`src/rtl/fcs_check.sv`:
```
// -----------------------------------------------------------------------------
// fcs_check -- serial CRC-16 frame check sequence verifier.
//
// A frame arrives one bit per clock, MSB first, while en is high: payload bits
// followed by a 16-bit FCS. The last 16 bits are held back in a delay register
// so that only payload bits reach the CRC (poly 0x1021, init 0, no reflection,
// no final XOR). When en falls, the received FCS, the computed CRC and the
// length/match verdicts are registered and done is raised until the next frame
// starts.
//
// Ports
//   clk       in   1   clock, rising edge
//   rst       in   1   synchronous reset, active low
//   en        in   1   frame valid, high for every bit of a frame
//   data      in   1   serial frame bit
//   done      out  1   result of the last frame is valid
//   crc_ok    out  1   last frame had legal length and matching FCS
//   LenError  out  1   last frame payload length outside [MIN_LEN, MAX_LEN]
//   FCS_rx    out  16  last 16 bits received (right-aligned for short frames)
//   FCS_calc  out  16  CRC over the payload bits only
// -----------------------------------------------------------------------------
module fcs_check #(
  parameter int MIN_LEN = 8,
  parameter int MAX_LEN = 1024
) (
  input  logic        clk,
  input  logic        rst,
  input  logic        en,
  input  logic        data,
  output logic        done,
  output logic        crc_ok,
  output logic        LenError,
  output logic [15:0] FCS_rx,
  output logic [15:0] FCS_calc
);

  localparam logic [15:0] POLY    = 16'h1021;
  // Total-bit bounds: payload limits plus the 16-bit FCS field.
  localparam logic [15:0] MIN_T   = 16'(MIN_LEN + 16);
  localparam logic [15:0] MAX_T   = 16'(MAX_LEN + 16);
  // Counter stops one above the largest legal total so it can never wrap
  // back into the legal range.
  localparam logic [15:0] CNT_SAT = 16'(MAX_LEN + 17);

  typedef enum logic [1:0] {
    IDLE = 2'd0,
    RECV = 2'd1,
    DONE = 2'd2
  } state_t;

  // One MSB-first CRC-16 step for a single input bit.
  function automatic logic [15:0] crc16_step(input logic [15:0] crc,
                                             input logic        bit_in);
    logic fb;
    fb = crc[15] ^ bit_in;
    crc16_step = {crc[14:0], 1'b0} ^ (fb ? POLY : 16'h0000);
  endfunction

  state_t      state_q, state_d;
  logic [15:0] cnt_q, cnt_d;
  logic [15:0] crc_q, crc_d;
  logic [15:0] dly_q, dly_d;
  logic        done_q, done_d;
  logic        ok_q, ok_d;
  logic        len_q, len_d;
  logic [15:0] fcs_rx_q, fcs_rx_d;
  logic [15:0] fcs_calc_q, fcs_calc_d;
  logic        len_err_s;

  // Length verdict for the frame currently being received (T = cnt_q).
  assign len_err_s = (cnt_q < MIN_T) || (cnt_q > MAX_T);

  // Next-state and datapath logic; every register holds by default.
  always_comb begin
    state_d    = state_q;
    cnt_d      = cnt_q;
    crc_d      = crc_q;
    dly_d      = dly_q;
    done_d     = done_q;
    ok_d       = ok_q;
    len_d      = len_q;
    fcs_rx_d   = fcs_rx_q;
    fcs_calc_d = fcs_calc_q;
    case (state_q)
      IDLE, DONE: begin
        if (en) begin
          // First bit of a new frame: it is bit 0, so one bit is now held.
          cnt_d   = 16'd1;
          crc_d   = 16'h0000;
          dly_d   = {15'd0, data};
          done_d  = 1'b0;
          ok_d    = 1'b0;
          len_d   = 1'b0;
          state_d = RECV;
        end else begin
          state_d = state_q;
        end
      end
      RECV: begin
        if (en) begin
          dly_d = {dly_q[14:0], data};
          // The bit leaving the delay line is payload only once the line
          // is already full; earlier bits may still turn out to be FCS.
          if (cnt_q >= 16'd16) begin
            crc_d = crc16_step(crc_q, dly_q[15]);
          end else begin
            crc_d = crc_q;
          end
          if (cnt_q != CNT_SAT) begin
            cnt_d = cnt_q + 16'd1;
          end else begin
            cnt_d = cnt_q;
          end
        end else begin
          fcs_rx_d   = dly_q;
          fcs_calc_d = crc_q;
          len_d      = len_err_s;
          ok_d       = ~len_err_s & (crc_q == dly_q);
          done_d     = 1'b1;
          state_d    = DONE;
        end
      end
      default: begin
        state_d = IDLE;
      end
    endcase
  end

  // State and datapath registers with synchronous active-low reset.
  always_ff @(posedge clk) begin
    if (!rst) begin
      state_q    <= IDLE;
      cnt_q      <= 16'd0;
      crc_q      <= 16'h0000;
      dly_q      <= 16'h0000;
      done_q     <= 1'b0;
      ok_q       <= 1'b0;
      len_q      <= 1'b0;
      fcs_rx_q   <= 16'h0000;
      fcs_calc_q <= 16'h0000;
    end else begin
      state_q    <= state_d;
      cnt_q      <= cnt_d;
      crc_q      <= crc_d;
      dly_q      <= dly_d;
      done_q     <= done_d;
      ok_q       <= ok_d;
      len_q      <= len_d;
      fcs_rx_q   <= fcs_rx_d;
      fcs_calc_q <= fcs_calc_d;
    end
  end

  assign done     = done_q;
  assign crc_ok   = ok_q;
  assign LenError = len_q;
  assign FCS_rx   = fcs_rx_q;
  assign FCS_calc = fcs_calc_q;

endmodule

```
`config.mk`:
```
export PLATFORM = sky130hd
export DESIGN_NAME = fcs_check
export DESIGN_NICKNAME = d
export VERILOG_FILES = /design/src/rtl/fcs_check.sv
export SDC_FILE = /design/constraint.sdc
export NUM_CORES = 1
export LEC_CHECK = 0
export CAP_MARGIN = 20
export CORE_MARGIN = 8
export CORE_UTILIZATION = 50
export DETAILED_ROUTE_END_ITERATION = 8
export MAX_ROUTING_LAYER = met4
export PLACE_DENSITY = 0.71
export SLEW_MARGIN = 20
export SYNTH_ARGS = -nofsm -noshare
export SYNTH_HDL_FRONTEND = slang
export SYNTH_SLANG_ARGS = --single-unit
```
`constraint.sdc`:
```
create_clock -name clk -period 1.9 [get_ports clk]
set_input_delay 0.19 -clock clk [delete_from_list [all_inputs] [get_ports clk]]
set_output_delay 0.19 -clock clk [all_outputs]
set_load 0.02 [all_outputs]
```
# Word-level counts from Yosys, hierarchy flattened
# Cells that the tools add are included.
[word_totals]
output_inout_bits = 35
register_bits = 85
inputBits = 4
elab_cells = 59
[classes]
n_lt_le_gt_ge = 3
n_addsub = 1
reduce_logical = 10
eq_ne = 9
mux = 22
bitwise_logic = 5
[op_table]
columns = ["cell", "n"]
rows = [
  ["16-bit two-way mux", 8],
  ["16-bit case mux with 2 select lines", 3],
  ["16-bit by 1-bit adder with 16-bit output (second input constant)", 1],
  ["16-bit == test", 1],
  ["16-bit by 5-bit >= comparator with 1-bit output (second input constant)", 1],
  ["16-bit by 11-bit greater-than comparator with 1-bit output (second input constant)", 1],
  ["16-bit by 5-bit < comparator with 1-bit output (second input constant)", 1],
  ["16-bit by 11-bit inequality test with 1-bit output (second input constant)", 1],
  ["16-bit by 13-bit bitwise XOR with 16-bit output", 1],
  ["13-bit two-way mux", 1],
  ["2-bit inequality test (second input constant)", 5],
  ["4-bit AND reduction", 2],
  ["1-bit case mux with 2 select lines", 3],
  ["3-bit AND reduction", 2],
  ["1-bit two-way mux", 4],
  ["2-bit two-way mux", 2],
  ["2-bit case mux with 2 select lines", 1],
  ["2-bit AND reduction", 2],
  ["2-bit by 1-bit == test with 1-bit output (second input constant)", 1],
  ["2-bit == test (second input constant)", 1],
  ["2-bit logical NOT", 1],
  ["1-bit NOT", 2],
  ["2-bit nonzero test", 1],
  ["2-bit OR reduction", 1],
  ["3 further kinds", 3],
]

# Logic depth before layout (Yosys ltp)
# Gate-level depths: netlist of the first run.
[depth]
depth_word = 6
mapped_depth = 7
depth_no_buf = 7

# Worst setup path before layout of the first run
# Ideal clock, no wire load.
[synth_timing]
path_kind = "reg2reg"
from = "register cnt_q[11]"
to = "register crc_q[6]"
synth_period_minus_slack_ns = 1.656
path_stages_with_launch = 7
path_buffers = 1
setup_ns = 0.115
required_ns = 1.785
arrival_time_ns = 1.541
path_slack_ns = 0.244
path_cell_list = "dfxtp_1 or4_4 and4b_2 a21oi_2 clkbuf_8 nand4_1 o21ai_2"
[synth_between]
elab_chain_len = 3
[synth_lines]
columns = ["item", "line_no", "text"]
rows = [
  ["from (decl)", "60", "logic [15:0] cnt_q, cnt_d;"],
  ["from (signal assigned)", "143", "cnt_q <= cnt_d;"],
  ["16-bit by 5-bit >= comparator with 1-bit output", "104", "if (cnt_q >= 16'd16) begin"],
  ["2-bit inequality test (no line)", "--", ""],
  ["4-bit AND reduction (no line)", "--", ""],
  ["to (signal assigned)", "144", "crc_q <= crc_d;"],
  ["to (decl)", "61", "logic [15:0] crc_q, crc_d;"],
]
# Every way passes these cells.
# A chain may end at the register's enable or synchronous reset.

# Worst setup path after layout of the first run
[layout_timing]
from = "register cnt_q[11]"
to = "register crc_q[8]"
# The elaborated chain is that of the path after synthesis.

==> summary.txt, run 1 <==
Worst Setup SP -> cnt_q[11]$_SDFFE_PN0P_
Yosys reg bits -> 85
Final setup viols -> 0
Max Freq -> 0.564 GHz
Maximum VDD drop -> 405 uV
Setup_tns -> 0 ps
Sequential fraction of the synthesis area -> 46.9%
Crit path arrival time -> 2030 ps
Post-synth EDFFs -> 0
Async S/R FF share, synth -> 0%
Number of remaining DRC errors -> 0
# resized after CTS -> 0
Average wire per standard cell -> 14.2 um
Worst-path clk slew -> 80 ps
Die height -> 101 um
Commonest non-fill, non-tap cell in the layout -> nand2_1
Routed Wire Length -> 7830 um
CTS sink count -> 85
Net Count, Synth -> 418
Final Critical Period -> 1770 ps
Top FF cell, synth -> dfxtp_1
Met3 Use GR -> 3.02%
Met1 Use GR -> 21.5%
GR Util met2 -> 24.4%
R2r endpoint -> crc_q[8]$_SDFFE_PN0P_
Final period utilization -> 93.4%
Vias in the first global route -> 2714
TritonRoute pass-1 iters -> 4
Antenna Violating Nets Remaining -> 0
Total number of vias -> 2896
GPL Wtd Cong -> 0.815
Setup crit start kind -> flop
Mapped Cells -> 412
Die width -> 101 um
Avg Inst Size Synth -> 8.80 um2
Placement Rows -> 31
Total grt overflow -> 0
Worst Path Required -> 2150 ps
Num CTS Buffers -> 9
Net count reported at finish -> 453
Final design utilization -> 60.7%
Crit Path Class -> reg -> reg
Worst Path Max Fanout -> 32
Synthesized area -> 3630 um2
Most frequent cells in the layout -> 96 x nand2_1, 85 x dfxtp_1, 37 x clkdlybuf4s50_1
CP Capture Type -> flop
Slew margin rel. -> 76.1%
Max Buffers Root-to-Sink -> 2
Postcts setup bufs -> 0
Ports -> 39
Leak Pwr -> 1.42 nW
Share of cells above drive strength 1 -> 10.2%
Power Density -> 783 nW/um2
Port-buffer cells -> 38
R2R setup slack -> 130 ps
Max Cap Viol -> 0
Gr usage total -> 16.7%
Depth of the most critical reg-to-reg path -> 6
Core area -> 7140 um2
Initial antenna violation count -> 0
Storage cell area -> 1700 um2
Die ar. -> 10200 um2
RSZ-0062 raised after global routing -> no
Largest net degree at the start of global routing -> 56
Hold buffer count at cts -> 0
Clk_skew -> 6.25 ps
Hold crit path type -> in -> reg
Area Overhead vs Synth -> 19.5%
Antenna diode count -> 0
Hold Vio Cnt, Final -> 0
GRT Max-Usage Layer -> met2
Hold Path End -> FCS_rx[12]$_SDFFE_PN0P_
Iter 0 DRT Violations -> 131
First-pass GRT wire length -> 13100 um
Worst Hold Launch -> rst
CTS tree -> yes
Hpwl dp -> 5570 um
# H-tree levels -> 3
Multi-input gate area -> 1760 um2
Clock root buffer -> clkbuf_8
Vias/cell -> 5.26
Initial Util -> 50.8%
Reg2Reg Launch Point -> cnt_q[11]$_SDFFE_PN0P_
Hold Path Depth -> 2
Post-synth cell types -> 42
# fillers -> 631
Worst slew pin tran -> 353 ps
Status -> finished, final reports clean
Worst-Skew Late Latency -> 350 ps
Ys Warns -> 0
Slew Viols, Final -> 0
[final cells by class]
class                           count  area share [%]
Multi-Input combinational cell    295            40.7
Sequential cell                    85            39.3
Timing Repair Buffer               52            11.7
Clock buffer                       11            3.26
Tap cell                           99            2.86
Clock inverter                      5            1.93
Inverter                            4           0.346
[power breakdown]
group          total [W]  switching, W  leakage [nW]  internal (W)
registers        0.00180     0.0000104         0.685       0.00179
logic           0.000164      0.000104         0.628     0.0000604
clock network    0.00143      0.000653         0.106      0.000779
total            0.00339      0.000767          1.42       0.00263
[flip-flops by register name (all words and copies together) (netlist names)]
signal,cells
cnt_q,16
crc_q,16
FCS_rx,16
done,1
crc_ok,1
FCS_calc,16
state_q,2
dly_q,16
LenError,1
[synth_stat cells, drive strengths merged, types with 3 or more instances]
cell type  count  area (um2)
nor4           3        40.0
buf           12        76.3
nor2b         16         100
a21oi          4        23.8
and2           4        25.0
a21boi        34         255
a22oi         15         113
nand4         25         156
xor2          14         123
nand2         96         360
inv            4        15.0
xnor2         19         166
nor3           4        20.0
nand3          6        30.0
clkbuf        16        70.1
dfxtp         85        1700
o21ai         20         130
nor2          19        71.3
[how the worst max path moves through the flow]
stage	endpoint	slack, ps	depth (start not counted)
6_report	crc_q[8]$_SDFFE_PN0P_	130	6
2_1_floorplan	crc_q[6]$_SDFFE_PN0P_	240	6
3_3_place_gp	cnt_q[9]$_SDFFE_PN0P_	60	7
3_5_place_dp	cnt_q[12]$_SDFFE_PN0P_	10	6
4_1_cts	crc_q[2]$_SDFFE_PN0P_	130	6
5_1_grt	crc_q[2]$_SDFFE_PN0P_	60	6
[per-layer routing]
metal / wire (um) / up-vias
li1: - / 1480
met1: 3870 / 1334
met2: 3440 / 64
met3: 301 / 18
met4: 211 / 0
met5: 0 / -
[kinds of logic after synthesis]
group	count (synthesis)	share of synthesized area (%)
compound gates	79	15.9
xor+xnor	33	7.97
fa+ha+maj	2	0.690
buf+inv	32	4.45
flops	85	46.9
simple gates	181	24.1
[critical path: stages, from the launching register on]
cell     delay (ps)
dfxtp_1         350
or4_4           540
and4b_2         340
a21oi_2          80
buf_12          170
nand4_1         120
o21ai_2          60
[stage by stage]
stage / cells / area [um2] / setup slack (ps) / total power (W) / hold WS [ps]
2_1_floorplan: 412 / 3630 / 244 / 0.00196 / 335
3_3_place_gp: 535 / 4110 / 61.2 / 0.00200 / 451
3_5_place_dp: 535 / 4110 / 12.6 / 0.00200 / 458
4_1_cts: 551 / 4330 / 127 / 0.00343 / 200
5_1_grt: 551 / 4330 / 59.6 / 0.00352 / 217
6_report: 551 / 4330 / 126 / 0.00339 / 215
(Power assumes the default switching activity.)
==> inputs of run 2 (changes only) <==
CTS_BUF_LIST = sky130_fd_sc_hd__clkbuf_4   (was not set)
==> summary.txt, run 2 (same netlist as run 1, synthesis figures left out) <==
Status -> finished, final reports clean
Antenna diode count -> 0
Most frequent cells in the layout -> 96 x nand2_1, 85 x dfxtp_1, 37 x clkdlybuf4s50_1
Postcts setup bufs -> 0
Placed cells -> 535
Largest stage delay, worst path -> 540 ps
Core area -> 7140 um2
Number of remaining DRC errors -> 0
CTS tree -> yes
Clock root buffer -> clkbuf_4
Total number of vias -> 2922
Final Critical Period -> 1780 ps
Routed Wire Length -> 7880 um
Crit Path Class -> reg -> reg
Hold crit path type -> in -> reg
Final cell count without fillers -> 551
Max Cap Viol -> 0
Final setup viols -> 0
Hold Path End -> FCS_rx[12]$_SDFFE_PN0P_
CP max-delay cell -> or4_4
Placement Rows -> 31
Setup_tns -> 0 ps
R2r endpoint -> crc_q[10]$_SDFFE_PN0P_
Delay-heaviest family, CP -> simple AND/OR/NAND/NOR gates
Die height -> 101 um
Post-Place Setup Slack -> 12.6 ps
Vias in the first global route -> 2685
Initial antenna violation count -> 0
Slew margin rel. -> 75.3%
Max Freq -> 0.561 GHz
Die ar. -> 10200 um2
Vias/cell -> 5.30
Depth of the most critical reg-to-reg path -> 6
Hold Vio Cnt, Final -> 0
Share of cells above drive strength 1 -> 10.2%
Final worst setup slack -> 118 ps
Worst slew pin tran -> 368 ps
Worst-path clk slew -> 130 ps
Clk_skew -> 8.97 ps
Worst Path Max Fanout -> 32
Port-buffer cells -> 38
Worst-Skew Late Latency -> 420 ps
CP Capture Type -> flop
# H-tree levels -> 3
CTS sink count -> 85
Max Buffers Root-to-Sink -> 2
Setup crit start kind -> flop
GPL Wtd Cong -> 0.815
Worst Hold Launch -> rst
Slew Viols, Final -> 0
Largest net degree at the start of global routing -> 56
Iter 0 DRT Violations -> 134
Worst Path Required -> 2230 ps
Reg2Reg Launch Point -> cnt_q[11]$_SDFFE_PN0P_
RSZ-0062 raised after global routing -> no
Area Overhead vs Synth -> 17.8%
Net count reported at finish -> 453
Commonest non-fill, non-tap cell in the layout -> nand2_1
Hpwl dp -> 5570 um
Total grt overflow -> 0
Average wire per standard cell -> 14.3 um
Num CTS Buffers -> 9
Die width -> 101 um
Total stage count of the critical path -> 6
Antenna Violating Nets Remaining -> 0
CP bufs+invs -> 1
Hold buffer count at cts -> 0
Ports -> 39
TritonRoute pass-1 iters -> 5
First-pass GRT wire length -> 13000 um
Gr usage total -> 16.5%
Power Density -> 734 nW/um2
R2R setup slack -> 120 ps
Maximum VDD drop -> 473 uV
Hold Path Depth -> 2
Leak Pwr -> 1.39 nW
Crit path arrival time -> 2120 ps
Critical-path cell list -> or4_4, and4b_2, a21oi_2, buf_12, nand4_1, o21ai_2
Initial Util -> 50.8%
# resized after CTS -> 0
Final period utilization -> 93.8%
## run 2: report_power, final
group	leakage [nW]	internal [W]	total [W]	switching [W]
Combinational	0.628	0.0000604	0.000164	0.000104
Clock	0.0803	0.000546	0.00117	0.000623
Sequential	0.685	0.00179	0.00180	0.0000104
## run 2: worst max-delay path by stage
stage	end	from	slack [ps]
floorplan	crc_q[6]$_SDFFE_PN0P_	cnt_q[11]$_SDFFE_PN0P_	240
global placement	cnt_q[9]$_SDFFE_PN0P_	en	60
detailed placement	cnt_q[12]$_SDFFE_PN0P_	en	10
CTS	crc_q[10]$_SDFFE_PN0P_	cnt_q[11]$_SDFFE_PN0P_	110
global route	crc_q[10]$_SDFFE_PN0P_	cnt_q[11]$_SDFFE_PN0P_	30
finish	crc_q[10]$_SDFFE_PN0P_	cnt_q[11]$_SDFFE_PN0P_	120
## run 2: worst register-to-register path, stage by stage, from the launching register on
cell and delay [ps]:
dfxtp_1 370, or4_4 540, and4b_2 340, a21oi_2 80, buf_12 170, nand4_1 140, o21ai_2 60
## run 2: stage by stage
step	util [%]	total power (W)	hold WS, ps	cell area [um2]
3_5_place_dp	57.6	0.00200	458	4110
4_1_cts	59.9	0.00316	104	4270
6_report	59.9	0.00313	135	4270
5_1_grt	59.9	0.00325	131	4270
2_1_floorplan	-	0.00196	335	3630
3_3_place_gp	57.6	0.00200	451	4110
## run 2: final cells by class
cell class	instances	area, um2
well taps	99	124
flip-flops and latches	85	1700
multi-input cells	295	1760
repair buffers	52	505
fillers	643	2870
clock inverters	6	87.6
inverters	4	15.0
clock buffers	10	75.1
## run 2: routing by layer
metal / vias up / share of wire [%] / GRT usage (%)
li1: 1482 / - / -
met2: 79 / 44 / 24.3
met3: 13 / 4.3 / 2.54
met5: - / 0 / -
met4: 0 / 1.9 / 7.90
met1: 1348 / 50 / 21.4
==> inputs of run 3 (changes only) <==
CORE_UTILIZATION = 55   (was 50)
PLACE_DENSITY = 0.77   (was 0.71)
==> summary.txt, run 3 (same netlist as run 1, synthesis figures left out) <==
Setup crit start kind -> flop
Vias/cell -> 5.51
Worst Setup SP -> cnt_q[11]$_SDFFE_PN0P_
First-pass GRT wire length -> 12900 um
R2R setup slack -> 120 ps
Num CTS Buffers -> 9
CTS tree -> yes
Max Cap Viol -> 0
Depth of the most critical reg-to-reg path -> 6
Area Overhead vs Synth -> 16.9%
Worst Path Max Fanout -> 32
Largest net degree at the start of global routing -> 36
# resized after CTS -> 0
Antenna Violating Nets Remaining -> 0
Vias in the first global route -> 2685
Worst-Skew Late Latency -> 430 ps
Hpwl dp -> 5470 um
TritonRoute pass-1 iters -> 4
Largest stage delay, worst path -> 550 ps
Status -> finished, final reports clean
Setup_tns -> 0 ps
Max Freq -> 0.561 GHz
Worst-path clk slew -> 140 ps
CP max-delay cell -> or4_4
RSZ-0062 raised after global routing -> no
Hold crit path type -> in -> reg
CP Capture Type -> flop
Die ar. -> 9450 um2
Die width -> 97.2 um
Hold buffer count at cts -> 0
Crit Path Class -> reg -> reg
Postcts setup bufs -> 0
Crit path arrival time -> 2120 ps
Hold Vio Cnt, Final -> 0
Storage cell area -> 1700 um2
Slew Viols, Final -> 0
Reg2Reg Launch Point -> cnt_q[11]$_SDFFE_PN0P_
Routed Wire Length -> 7720 um
R2r endpoint -> crc_q[10]$_SDFFE_PN0P_
CP endpoint -> crc_q[10]$_SDFFE_PN0P_
Cell area after placement -> 4080 um2
Share of cells above drive strength 1 -> 10.6%
Die height -> 97.2 um
Initial antenna violation count -> 0
Number of remaining DRC errors -> 0
Multi-input gate area -> 1760 um2
Maximum VDD drop -> 448 uV
GPL Wtd Cong -> 0.884
Power Density -> 741 nW/um2
Final period utilization -> 93.8%
Critical-path cell list -> or4_4, and4b_2, a21oi_2, buf_12, nand4_1, o21ai_2
CTS sink count -> 85
Gr usage total -> 16.8%
Final Critical Period -> 1780 ps
Total grt overflow -> 0
Worst slew pin tran -> 380 ps
# H-tree levels -> 3
Initial Util -> 57.1%
Slew margin rel. -> 74.5%
Average wire per standard cell -> 14.6 um
Final setup viols -> 0
Clk_skew -> 16.4 ps
Placement Rows -> 29
Iter 0 DRT Violations -> 176
# fillers -> 539
Ports -> 39
Leak Pwr -> 1.40 nW
Finished Cell Area -> 4240 um2
Max Buffers Root-to-Sink -> 2
Antenna diode count -> 0
Final design utilization -> 66.8%
Port-buffer cells -> 38
Total number of vias -> 2919
Most frequent cells in the layout -> 96 x nand2_1, 85 x dfxtp_1, 37 x clkdlybuf4s50_1
Net count reported at finish -> 454
Commonest non-fill, non-tap cell in the layout -> nand2_1
Core area -> 6350 um2
Worst Path Required -> 2230 ps
Clock root buffer -> clkbuf_4
run 3: cell types whose count changed in the layout (fill, tap and decap cells not counted), sizes merged:
cell and delta:
clkinvlp -2, inv +2, clkbuf -1, buf +1, clkinv +1
run 3: routing by layer:
layer / part of all wire (%) / wire [um] / GRT usage [%]
met2: 43 / 3310 / 23.6
met4: 2.2 / 170 / 7.81
met3: 6.3 / 487 / 4.91
met5: 0 / 0 / -
met1: 49 / 3760 / 21.5
run 3: area by class of cell:
cell class,count,share of cell area [%]
Sequential cell,85,40.1
Tap cell,77,2.27
Clock buffer,9,1.59
Inverter,4,0.354
Clock inverter,7,2.27
Timing Repair Buffer,53,11.8
Multi-Input combinational cell,295,41.6
run 3: power breakdown:
group / internal [W] / leakage [nW] / switching (W) / total (W)
combinational: 0.0000603 / 0.627 / 0.000105 / 0.000165
clock: 0.000541 / 0.0907 / 0.000634 / 0.00118
sequential: 0.00179 / 0.685 / 0.00000991 / 0.00180
run 3: worst max-delay path, delay by kind of cell (launching register included):
family | cells | cell delay [ps]
simple gates | 3 | 1000
flops | 1 | 370
buf+inv | 1 | 170
compound gates | 2 | 140
run 3: worst min-delay path by stage:
stage / startpoint / to / slack (ps) / depth (start not counted)
after detailed placement: FCS_rx[13]$_SDFFE_PN0P_ / FCS_rx[13]$_SDFFE_PN0P_ / 460 / 2
after CTS: rst / crc_q[0]$_SDFFE_PN0P_ / 80 / 3
after global routing: rst / crc_q[0]$_SDFFE_PN0P_ / 90 / 3
after global placement: FCS_calc[11]$_SDFFE_PN0P_ / FCS_calc[11]$_SDFFE_PN0P_ / 450 / 2
final: rst / crc_q[0]$_SDFFE_PN0P_ / 100 / 3
after floorplan: data / dly_q[0]$_SDFFE_PN0P_ / 330 / 2
run 3: per-stage QoR:
step / total power (W) / cells / setup WS, ps / hold WS [ps]
4_1_cts: 0.00317 / 530 / 124 / 80.4
6_report: 0.00314 / 530 / 118 / 97.8
3_3_place_gp: 0.00200 / 514 / 108 / 451
2_1_floorplan: 0.00196 / 412 / 244 / 335
5_1_grt: 0.00325 / 530 / 22.9 / 90.0
3_5_place_dp: 0.00200 / 514 / 69.1 / 455
